--- config.mk ---
export PLATFORM = sky130hd
export DESIGN_NAME = uart_tx_fifo
export DESIGN_NICKNAME = d
export VERILOG_FILES = /design/src/rtl/uart_tx_fifo.sv
export SDC_FILE = /design/constraint.sdc
export NUM_CORES = 1
export LEC_CHECK = 0
export CELL_PAD_IN_SITES_DETAIL_PLACEMENT = 2
export CELL_PAD_IN_SITES_GLOBAL_PLACEMENT = 2
export CORE_ASPECT_RATIO = 2
export CORE_MARGIN = 2
export CORE_UTILIZATION = 45
export DETAILED_ROUTE_END_ITERATION = 7
export PLACE_DENSITY_LB_ADDON = 0.3
export SLEW_MARGIN = 20
export SYNTH_ARGS = -nofsm -noshare
export SYNTH_HDL_FRONTEND = slang
export SYNTH_SLANG_ARGS = --single-unit
--- constraint.sdc ---
create_clock -name clock -period 6.14 [get_ports clock]
set_clock_uncertainty 0.2 [all_clocks]
set_input_delay 1.228 -clock clock [delete_from_list [all_inputs] [get_ports clock]]
set_output_delay 1.228 -clock clock [all_outputs]
set_load 0.03 [all_outputs]
--- src/rtl/uart_tx_fifo.sv ---
`default_nettype none
// ============================================================================
// Module   : uart_tx_fifo
// Summary  : Show-ahead transmit FIFO between the host and the UART TX FSM.
//            Requests a frame while data is queued; the FSM load pulse pops.
// Revision : 1.0 - initial release
// ============================================================================
module uart_tx_fifo #(
    parameter int DATA_WIDTH  = 8,
    parameter int ADDR_WIDTH  = 4,
    parameter int AFULL_LEVEL = 14
) (
    input  logic                  clock,
    input  logic                  reset_n,
    input  logic                  wr_en,
    input  logic [DATA_WIDTH-1:0] wr_data,
    input  logic                  clr_flags,
    input  logic                  load,
    output logic                  tx_start,
    output logic [DATA_WIDTH-1:0] tx_data,
    output logic                  empty,
    output logic                  full,
    output logic                  almost_full,
    output logic [ADDR_WIDTH:0]   level,
    output logic                  overflow,
    output logic                  underflow
);

    localparam int                c_DEPTH_INT = 2 ** ADDR_WIDTH;
    localparam logic [ADDR_WIDTH:0] c_DEPTH   = (ADDR_WIDTH + 1)'(c_DEPTH_INT);
    localparam logic [ADDR_WIDTH:0] c_AFULL   = (ADDR_WIDTH + 1)'(AFULL_LEVEL);
    localparam logic [ADDR_WIDTH:0] c_ZERO    = '0;

    logic [DATA_WIDTH-1:0] r_mem [c_DEPTH_INT];
    logic [ADDR_WIDTH-1:0] r_wr_ptr;
    logic [ADDR_WIDTH-1:0] r_rd_ptr;
    logic [ADDR_WIDTH:0]   r_level;
    logic                  r_overflow;
    logic                  r_underflow;

    logic w_empty;
    logic w_full;
    logic w_do_rd;
    logic w_do_wr;
    logic w_wr_drop;
    logic w_rd_empty;

    // Flags decode from the registered level only, so no input reaches an output.
    assign w_empty = (r_level == c_ZERO);
    assign w_full  = (r_level == c_DEPTH);

    assign w_do_rd    = load & ~w_empty;
    assign w_do_wr    = wr_en & (~w_full | w_do_rd);
    assign w_wr_drop  = wr_en & w_full & ~w_do_rd;
    assign w_rd_empty = load & w_empty;

    // Storage is deliberately left out of reset.
    always_ff @(posedge clock) begin
        if (w_do_wr) begin
            r_mem[r_wr_ptr] <= wr_data;
        end
    end

    always_ff @(posedge clock or negedge reset_n) begin
        if (!reset_n) begin
            r_wr_ptr <= '0;
            r_rd_ptr <= '0;
            r_level  <= '0;
        end else begin
            if (w_do_wr) begin
                r_wr_ptr <= r_wr_ptr + 1'b1;
            end
            if (w_do_rd) begin
                r_rd_ptr <= r_rd_ptr + 1'b1;
            end
            if (w_do_wr && !w_do_rd) begin
                r_level <= r_level + 1'b1;
            end else if (w_do_rd && !w_do_wr) begin
                r_level <= r_level - 1'b1;
            end
        end
    end

    // A new error event takes priority over a coincident clear.
    always_ff @(posedge clock or negedge reset_n) begin
        if (!reset_n) begin
            r_overflow  <= 1'b0;
            r_underflow <= 1'b0;
        end else begin
            if (w_wr_drop) begin
                r_overflow <= 1'b1;
            end else if (clr_flags) begin
                r_overflow <= 1'b0;
            end
            if (w_rd_empty) begin
                r_underflow <= 1'b1;
            end else if (clr_flags) begin
                r_underflow <= 1'b0;
            end
        end
    end

    assign empty       = w_empty;
    assign full        = w_full;
    assign almost_full = (r_level >= c_AFULL);
    assign tx_start    = ~w_empty;
    assign tx_data     = r_mem[r_rd_ptr];
    assign level       = r_level;
    assign overflow    = r_overflow;
    assign underflow   = r_underflow;

endmodule
`default_nettype wire
* Word-level counts from Yosys, hierarchy flattened
Memory sizes are Yosys's and may differ from the RTL's.
Cells that the tools add are included.
** Cells by class
- Equality and inequality tests :: 1
- Add/sub/neg operators :: 4
- Reductions and logical operators :: 8
- Muxes and demuxes :: 7
- $lt $le $gt $ge :: 1
- Bitwise logic cells :: 9
** Operators with widths (number)
- 5-bit 2-to-1 mux :: 2
- 4-bit by 1-bit adder with 4-bit output, second input constant :: 2
- 2-bit nonzero test :: 3
- 5-bit by 1-bit adder with 5-bit output, second input constant :: 1
- 1-bit bitwise AND :: 5
- 5-bit equality test, second input constant :: 1
- 5-bit by 4-bit >= comparator with 1-bit output, second input constant :: 1
- 5-bit zero test :: 1
- 1-bit 2-to-1 mux :: 5
- 5-bit by 1-bit subtractor with 5-bit output, second input constant :: 1
- 1-bit inverter :: 3
- 1-bit logical AND :: 2
- 1-bit zero test :: 2
- 1-bit bitwise OR :: 1
** Storage, ports and cells
- Logic and storage cells :: 36
- Bits in writable memories :: 128
- Input port bits :: 13
- Memories :: 1
- Register bits :: 15
** Memories
- r_mem :: depth 16, bits a word 8, rd ports 1, clocked after Yosys merged registers in 0, wr ports 1, line 34 : logic [DATA_WIDTH-1:0] r_mem [c_DEPTH_INT];

* Longest topological paths before layout
Gate-level depths: netlist of the first run.
- Depth after elaboration :: 9
- Depth in mapped cells :: 11

* Worst setup path before layout of the first run
OpenSTA, ideal clock, no wires.
- Path kind :: input -> register
- Start point :: input load
- End point :: register r_level[4], in the netlist level[4]
- Stages on the path :: 9
- Setup slack :: 3.053 ns
- Library setup time :: 0.135 ns
- Arrival time :: 2.752 ns
- Required time :: 5.805 ns
- Cell sequence :: o21a_1 -> buf_6 -> ha_1 -> inv_1 -> ha_1 -> a21o_1 -> a21oi_1 -> mux2i_1 -> xnor2_1
** On the way
- Longest elaborated chain between the ends :: 6
- Elaborated cells between the ends (all ways) :: 9
- Classes of those cells :: mux (1); bitwise (3); reduce/logical (5)
** RTL lines
- from (decl) :: line 18 : input logic load,
- 1-bit bitwise AND * :: line 52 : assign w_do_rd = load & ~w_empty;
- 1-bit bitwise OR * :: line 53 : assign w_do_wr = wr_en & (~w_full | w_do_rd);
- 1-bit bitwise AND * :: line 53
- net w_do_wr :: line 44 : logic w_do_wr;
- 1-bit zero test :: line 78 : end else if (w_do_rd && !w_do_wr) begin
- 1-bit logical AND :: line 78
- 2-bit nonzero test (no line)
- to (signal assigned) :: line 77 : r_level <= r_level + 1'b1;
- to (signal assigned) :: line 79 : r_level <= r_level - 1'b1;
- to (decl) :: line 37 : logic [ADDR_WIDTH:0] r_level;
Mark *: on every way through the listed nets, which the timed path passes. The rest lies on a longest branch.
A chain may end at the register's enable or synchronous reset.

* Worst setup path in the final report of the first run
- Start point :: register r_rd_ptr[2]
- End point :: output tx_data[3]
** On the way
- Longest elaborated chain between the ends :: 1
** RTL lines
- from (decl) :: line 36 : logic [ADDR_WIDTH-1:0] r_rd_ptr;
- from (signal assigned) :: line 74 : r_rd_ptr <= r_rd_ptr + 1'b1;
- memory 16 x 8 bit
- to (decl) :: line 20 : output logic [DATA_WIDTH-1:0] tx_data,
No other way between the ends.

==> impl_metrics.toml, run 1 <==
[detailed_routing]
num_vias = 3236
route.detailed.drc = 0
ant_nets = 0
avgRoutedWirePerCell_um = 28.7
drt-total-wl_um = 15700
drt_iter0_drc = 254
dr.pass1.iters = 4
vias_per_cell = 5.89

[setup_path]
cp_slowest_cell = "dfrtp_1"
cp-start-kind = "flip-flop"
arrival_ns = 3.38
crit_required_ns = 4.71
reg2reg_setup_slack_ns = 3.09
cp_slowest_stage_delay_ns = 0.74
crit_path_end_kind = "primary output"
path_max_fanout = 12
crit_chain = "nor2b_1 > buf_4 > a221oi_1 > a22oi_1 > nand2_1 > clkdlybuf4s50_1"
criticalPathCategory = "reg2out"

[clock_tree]
path_clk_slew_ns = 0.06
cts_resized = 0
cts.sinks = 143
numCtsBuffers = 17
root_buffer = "clkbuf_16"
h-tree-depth = 4
clock_latency_ns = 0.42
max-clock-path-buffers = 2
holdBufCountCts = 0
cts_tree = "done"
post_cts_buffers = 0

[timing]
fin_crit_sh_pct = 78.3
slew_viol_final = 0
fmax_mhz = 208
setup_viol = 0
hold_violations = 0
max-slew-margin-rel_pct = 26.7
rsz0062_at_grt = "false"
tightestPinTransition_ns = 1.09
setup_tns_ns = 0
min_period_ns = 4.81

[floorplanning]
dieArea_um2 = 14000
die_h_um = 166
rows = 59
pin_count = 32
core_region_area_um2 = 12800
die_w_um = 84.8
start_util_pct = 45.7

[global_route]
track_usage_pct = 23.7
grt_first_pass_wirelength_um = 23200
gr-total-overflow = 0
antenna_found_initial = 0
grt_max_degree = 24
grt_pass1_vias = 3673

[synth]
async_reset_ff_share_pct = 10.5
netlist_area_um2 = 5870
synth_seq_cells = 143
synth.most_common_cell = "edfxtp_1"
ys_top_cells_by_area = "edfxtp_1 65%, dfrtp_1 6.4%, mux4_2 6.1%"
ys_seq_area_share_pct = 71.8
synth_nets = 367
synthCells = 343
yosysTopAreaCell = "edfxtp_1"
netlist.area_leader.share_pct = 65.4
ys_top_cells_by_count = "128 x edfxtp_1, 26 x mux2i_1, 22 x nand2_1, 19 x o21ai_0, 16 x mux4_2"
ys_types = 32
synth_edf_count = 128
ys.flop_type = "edfxtp_1"
synth_warnings = 0
avgSynthCellArea_um2 = 17.1

[placed_design]
placed_area_um2 = 6330
io_buffers = 31
placed_cells = 517
dpl.hpwl_um = 10200
routabilityCongestion = 0.748

[min_path]
hp-class = "reg2reg"

[cells_and_area]
fill_cells = 1129
nets = 408
instances_no_fill = 549
synthToLayoutAreaGrowth_pct = 17.7
multiInputGateArea_um2 = 1500
regArea_um2 = 4220
design_area_um2 = 6910
n_antenna_cell = 0
drive_gt1_share_pct = 16.9

[power]
p_per_area_nw_per_um2 = 528
leakagePower_nw = 2.43
ir_drop_mv = 0.256

[flow_run]
drv_cap = 0

[outcome]
outcome = "finished clean"
kinds of logic (layout without fill, tap and decap cells):
group           count (synthesis)  count (layout)  share of synthesized area, %
simple gates                   52              52                          4.03
flops                         143             143                          71.8
buf+inv                        27              81                          2.71
fa+ha+maj                      11              11                          2.47
xor+xnor                       10              10                          1.49
mux                            50              50                          12.1
compound gates                 50              50                          5.39
flip-flops by register name, summed over array words and instances (netlist names):
register,cells
level,5
overflow,1
r_rd_ptr,4
r_mem,128
underflow,1
r_wr_ptr,4
final timing paths:
path                             start     endpoint  depth (start not counted)
min in group asynchronous      reset_n     level[2]                          1
max in group asynchronous      reset_n  r_rd_ptr[0]                          1
min reg2reg                  underflow    underflow                          1
max                        r_rd_ptr[2]   tx_data[3]                          6
max reg2reg                   level[1]     level[4]                         10
min                          underflow    underflow                          1
layout by cell type (no fill, tap or decap), types with 4 or more instances in the layout:
cell and instances:
edfxtp_1 128, clkdlybuf4s50_1 31, mux2i_1 26, nand2_1 22
o21ai_0 19, clkbuf_16 17, mux4_2 16, nor2_1 15
dfrtp_1 14, inv_1 10, a21oi_1 10, ha_1 10
xnor2_1 9, a221oi_1 8, mux2_2 8, a22oi_1 8
buf_4 7, nor3_1 4, inv_6 4, clkinv_4 4
area by class of cell:
class / count / share of cell area, %
Clock inverter: 14 / 2.28
Tap cell: 152 / 2.75
Inverter: 10 / 0.543
Timing Repair Buffer: 39 / 5.54
Clock buffer: 18 / 6.21
Sequential cell: 143 / 61.0
Multi-Input combinational cell: 173 / 21.6
critical path: cells and delay by family (launching register included):
kind / cells / cell delay [ns]
flip-flops: 1 / 0.74
buffers and inverters: 2 / 0.95
AO/OA/AOI/OAI: 2 / 0.47
AND/OR/NAND/NOR: 2 / 0.80
metrics by stage:
stage / setup slack [ns] / total power [W] / hold WS [ns] / util [%]
floorplan: 3.05 / 0.00215 / 0.365 / -
global placement: 1.70 / 0.00253 / 0.299 / 49.1
detailed placement: 1.77 / 0.00263 / 0.312 / 49.3
CTS: 1.29 / 0.00369 / 0.325 / 53.8
global route: 1.21 / 0.00380 / 0.343 / 53.8
finish: 1.33 / 0.00365 / 0.315 / 53.8
report_power, final:
part,internal [W],total (W),switching [W]
combinational,0.000516,0.00126,0.000747
clock,0.000604,0.00103,0.000428
sequential,0.00120,0.00135,0.000158
layer usage:
metal  part of all wire [%]  track usage [%]
met1                     36             25.7
met2                     59             45.0
met3                    2.4             3.78
met4                    2.7             10.2
met5                      0                0
(Power assumes the default switching activity.)
==> inputs of run 2 (changes only) <==
==> constraint.sdc (replaced) <==
create_clock -name clock -period 4.95 [get_ports clock]
set_clock_uncertainty 0.2 [all_clocks]
set_input_delay 0.99 -clock clock [delete_from_list [all_inputs] [get_ports clock]]
set_output_delay 0.99 -clock clock [all_outputs]
set_load 0.03 [all_outputs]
==> run 2 against run 1 <==
  * Setup slack worse by 0.97 ns
  * Total power rose by 22%
  * Non-clock buffer count unchanged
  * Sequential cell count did not move
  * Critical path type unchanged
  * Critical endpoint is now tx_data[0]
  * Largest power group unchanged
==> impl_metrics.toml, run 2 (synthesized netlist as in run 1, its figures left out) <==
[outcome]
outcome = "finished clean"

[setup_path]
arrival_ns = 3.40
crit_chain = "buf_4 > mux2i_1 > a221oi_1 > o21ai_0 > nand2_1 > clkdlybuf4s50_1"
cp-start-kind = "flip-flop"
crit_required_ns = 3.76
cp_slowest_stage_delay_ns = 0.79
criticalPathCategory = "reg2out"
crit_path_end_kind = "primary output"
critPathBufInv = 2
cp_slowest_cell = "dfrtp_2"
path_max_fanout = 25
cpLargestDelayFamily = "buffers and inverters"

[power]
p_clk_share_pct = 27.9
p_sw_w = 0.00164
internal-power_w = 0.00282
leakagePower_nw = 2.43
sw_frac_of_total_pct = 36.8
ir_drop_mv = 0.392
power_frac_comb_pct = 34.4
p_per_area_nw_per_um2 = 648
seqPwrFrac_pct = 37.7

[clock_tree]
cts.sinks = 143
numCtsBuffers = 17
h-tree-depth = 4
path_clk_slew_ns = 0.06
holdBufCountCts = 0
cts_resized = 0
max-clock-path-buffers = 2
cts_tree = "done"
post_cts_buffers = 0
root_buffer = "clkbuf_16"
clock_latency_ns = 0.42

[global_route]
antenna_found_initial = 0
grt_max_degree = 26
grt_first_pass_wirelength_um = 23300
grt_pass1_vias = 3695
gr-total-overflow = 0
track_usage_pct = 23.6

[detailed_routing]
ant_nets = 0
avgRoutedWirePerCell_um = 28.1
num_vias = 3140
drt_iter0_drc = 262
route.detailed.drc = 0
drt-total-wl_um = 15400
vias_per_cell = 5.72
dr.pass1.iters = 4

[floorplanning]
start_util_pct = 45.7
die_w_um = 84.8
rows = 59
die_h_um = 166
pin_count = 32
dieArea_um2 = 14000
core_region_area_um2 = 12800

[cells_and_area]
design_area_um2 = 6890
largest_reg_flops = 128
nets = 408
layout_commonest_cell = "edfxtp_1"
n_antenna_cell = 0
multiInputGateArea_um2 = 1500
regMostFlops = "r_mem"
drive_gt1_share_pct = 17.1
fill_cells = 1135
synthToLayoutAreaGrowth_pct = 17.2
final_cell_mix = "128 x edfxtp_1, 31 x clkdlybuf4s50_1, 26 x mux2i_1, 22 x nand2_1, 19 x o21ai_0"
regArea_um2 = 4220

[timing]
fin_crit_sh_pct = 92.7
worst_hold_slack_ns = 0.325
slew_viol_final = 0
min_period_ns = 4.59
rsz0062_at_grt = "false"
fmax_mhz = 218
tightestPinTransition_ns = 1.02
setup_tns_ns = 0
hold_violations = 0
setup_viol = 0
max-slew-margin-rel_pct = 31.5

[placed_design]
io_buffers = 31
dpl.hpwl_um = 10500
routabilityCongestion = 0.769
placed_area_um2 = 6310

[flow_run]
drv_cap = 0

[min_path]
hp-class = "reg2reg"
[run 2: cell count changes in the layout (fill, tap and decap cells not counted), sizes merged]
cell and change:
inv +4, clkinvlp -2, bufinv -1, clkbuf -1
[run 2: routing by layer]
layer / routed length [um] / part of all wire [%] / vias to the layer above / GRT usage [%]
li1: - / - / 1410 / -
met1: 5800 / 38 / 1658 / 26.3
met2: 9070 / 59 / 55 / 44.8
met3: 301 / 1.9 / 17 / 3.98
met4: 272 / 1.8 / 0 / 8.23
met5: 0 / 0 / - / 0
[run 2: power by group through the flow]
stage / clock, W / sequential [W] / combinational, W
final: 0.00124 / 0.00168 / 0.00153
after global routing: 0.00130 / 0.00171 / 0.00164
after CTS: 0.00126 / 0.00168 / 0.00156
after detailed placement: 0 / 0.00171 / 0.00153
after global placement: 0 / 0.00168 / 0.00144
after floorplan: 0 / 0.00161 / 0.00105
[run 2: path summary, 6_finish.rpt]
| check | cells past startpoint | slack, ns | start | end |
|---|---|---|---|---|
| worst max register to register | 10 | 1.77 | level[1] | level[4] |
| min in group asynchronous | 1 | 0.83 | reset_n | level[0] |
| worst min register to register | 1 | 0.33 | overflow | overflow |
| max in group asynchronous | 1 | 3.18 | reset_n | r_rd_ptr[0] |
| worst min-delay path | 1 | 0.33 | overflow | overflow |
| worst max-delay path | 6 | 0.36 | r_rd_ptr[0] | tx_data[0] |
[run 2: cell type report]
| cell class | count | share of cell area, % |
|---|---|---|
| clock buffers | 17 | 6.18 |
| clock inverters | 15 | 2.13 |
| inverters | 10 | 0.545 |
| multi-input cells | 173 | 21.7 |
| flip-flops and latches | 143 | 61.3 |
| well taps | 152 | 2.76 |
| repair buffers | 39 | 5.38 |
[run 2: worst register-to-register path, stage by stage (launching register included)]
cell and delay, ns:
dfrtp_1 0.46, nor4_2 0.36, nand2_1 0.15, o21a_1 0.35, ha_1 0.34, inv_1 0.18
ha_1 0.28, a21o_1 0.19, a21oi_1 0.18, mux2i_1 0.27, xnor2_1 0.14
[run 2: stage by stage]
stage / power (W) / setup WS [ns] / instances / util [%]
after global routing: 0.00465 / 0.255 / 549 / 53.6
final: 0.00446 / 0.363 / 549 / 53.6
after global placement: 0.00311 / 0.975 / 517 / 49.2
after floorplan: 0.00266 / 1.93 / 343 / -
after CTS: 0.00450 / 0.351 / 549 / 53.6
after detailed placement: 0.00324 / 0.866 / 517 / 49.2
==> inputs of run 3 (changes only) <==
--- a/config.mk
+++ b/config.mk
@@ -12,7 +12,6 @@
 export CORE_UTILIZATION = 45
 export DETAILED_ROUTE_END_ITERATION = 7
 export PLACE_DENSITY_LB_ADDON = 0.3
-export SLEW_MARGIN = 20
 export SYNTH_ARGS = -nofsm -noshare
 export SYNTH_HDL_FRONTEND = slang
 export SYNTH_SLANG_ARGS = --single-unit
==> results of run 3 <==
No change in the layout: final DEF, timing and power equal those of run 2.
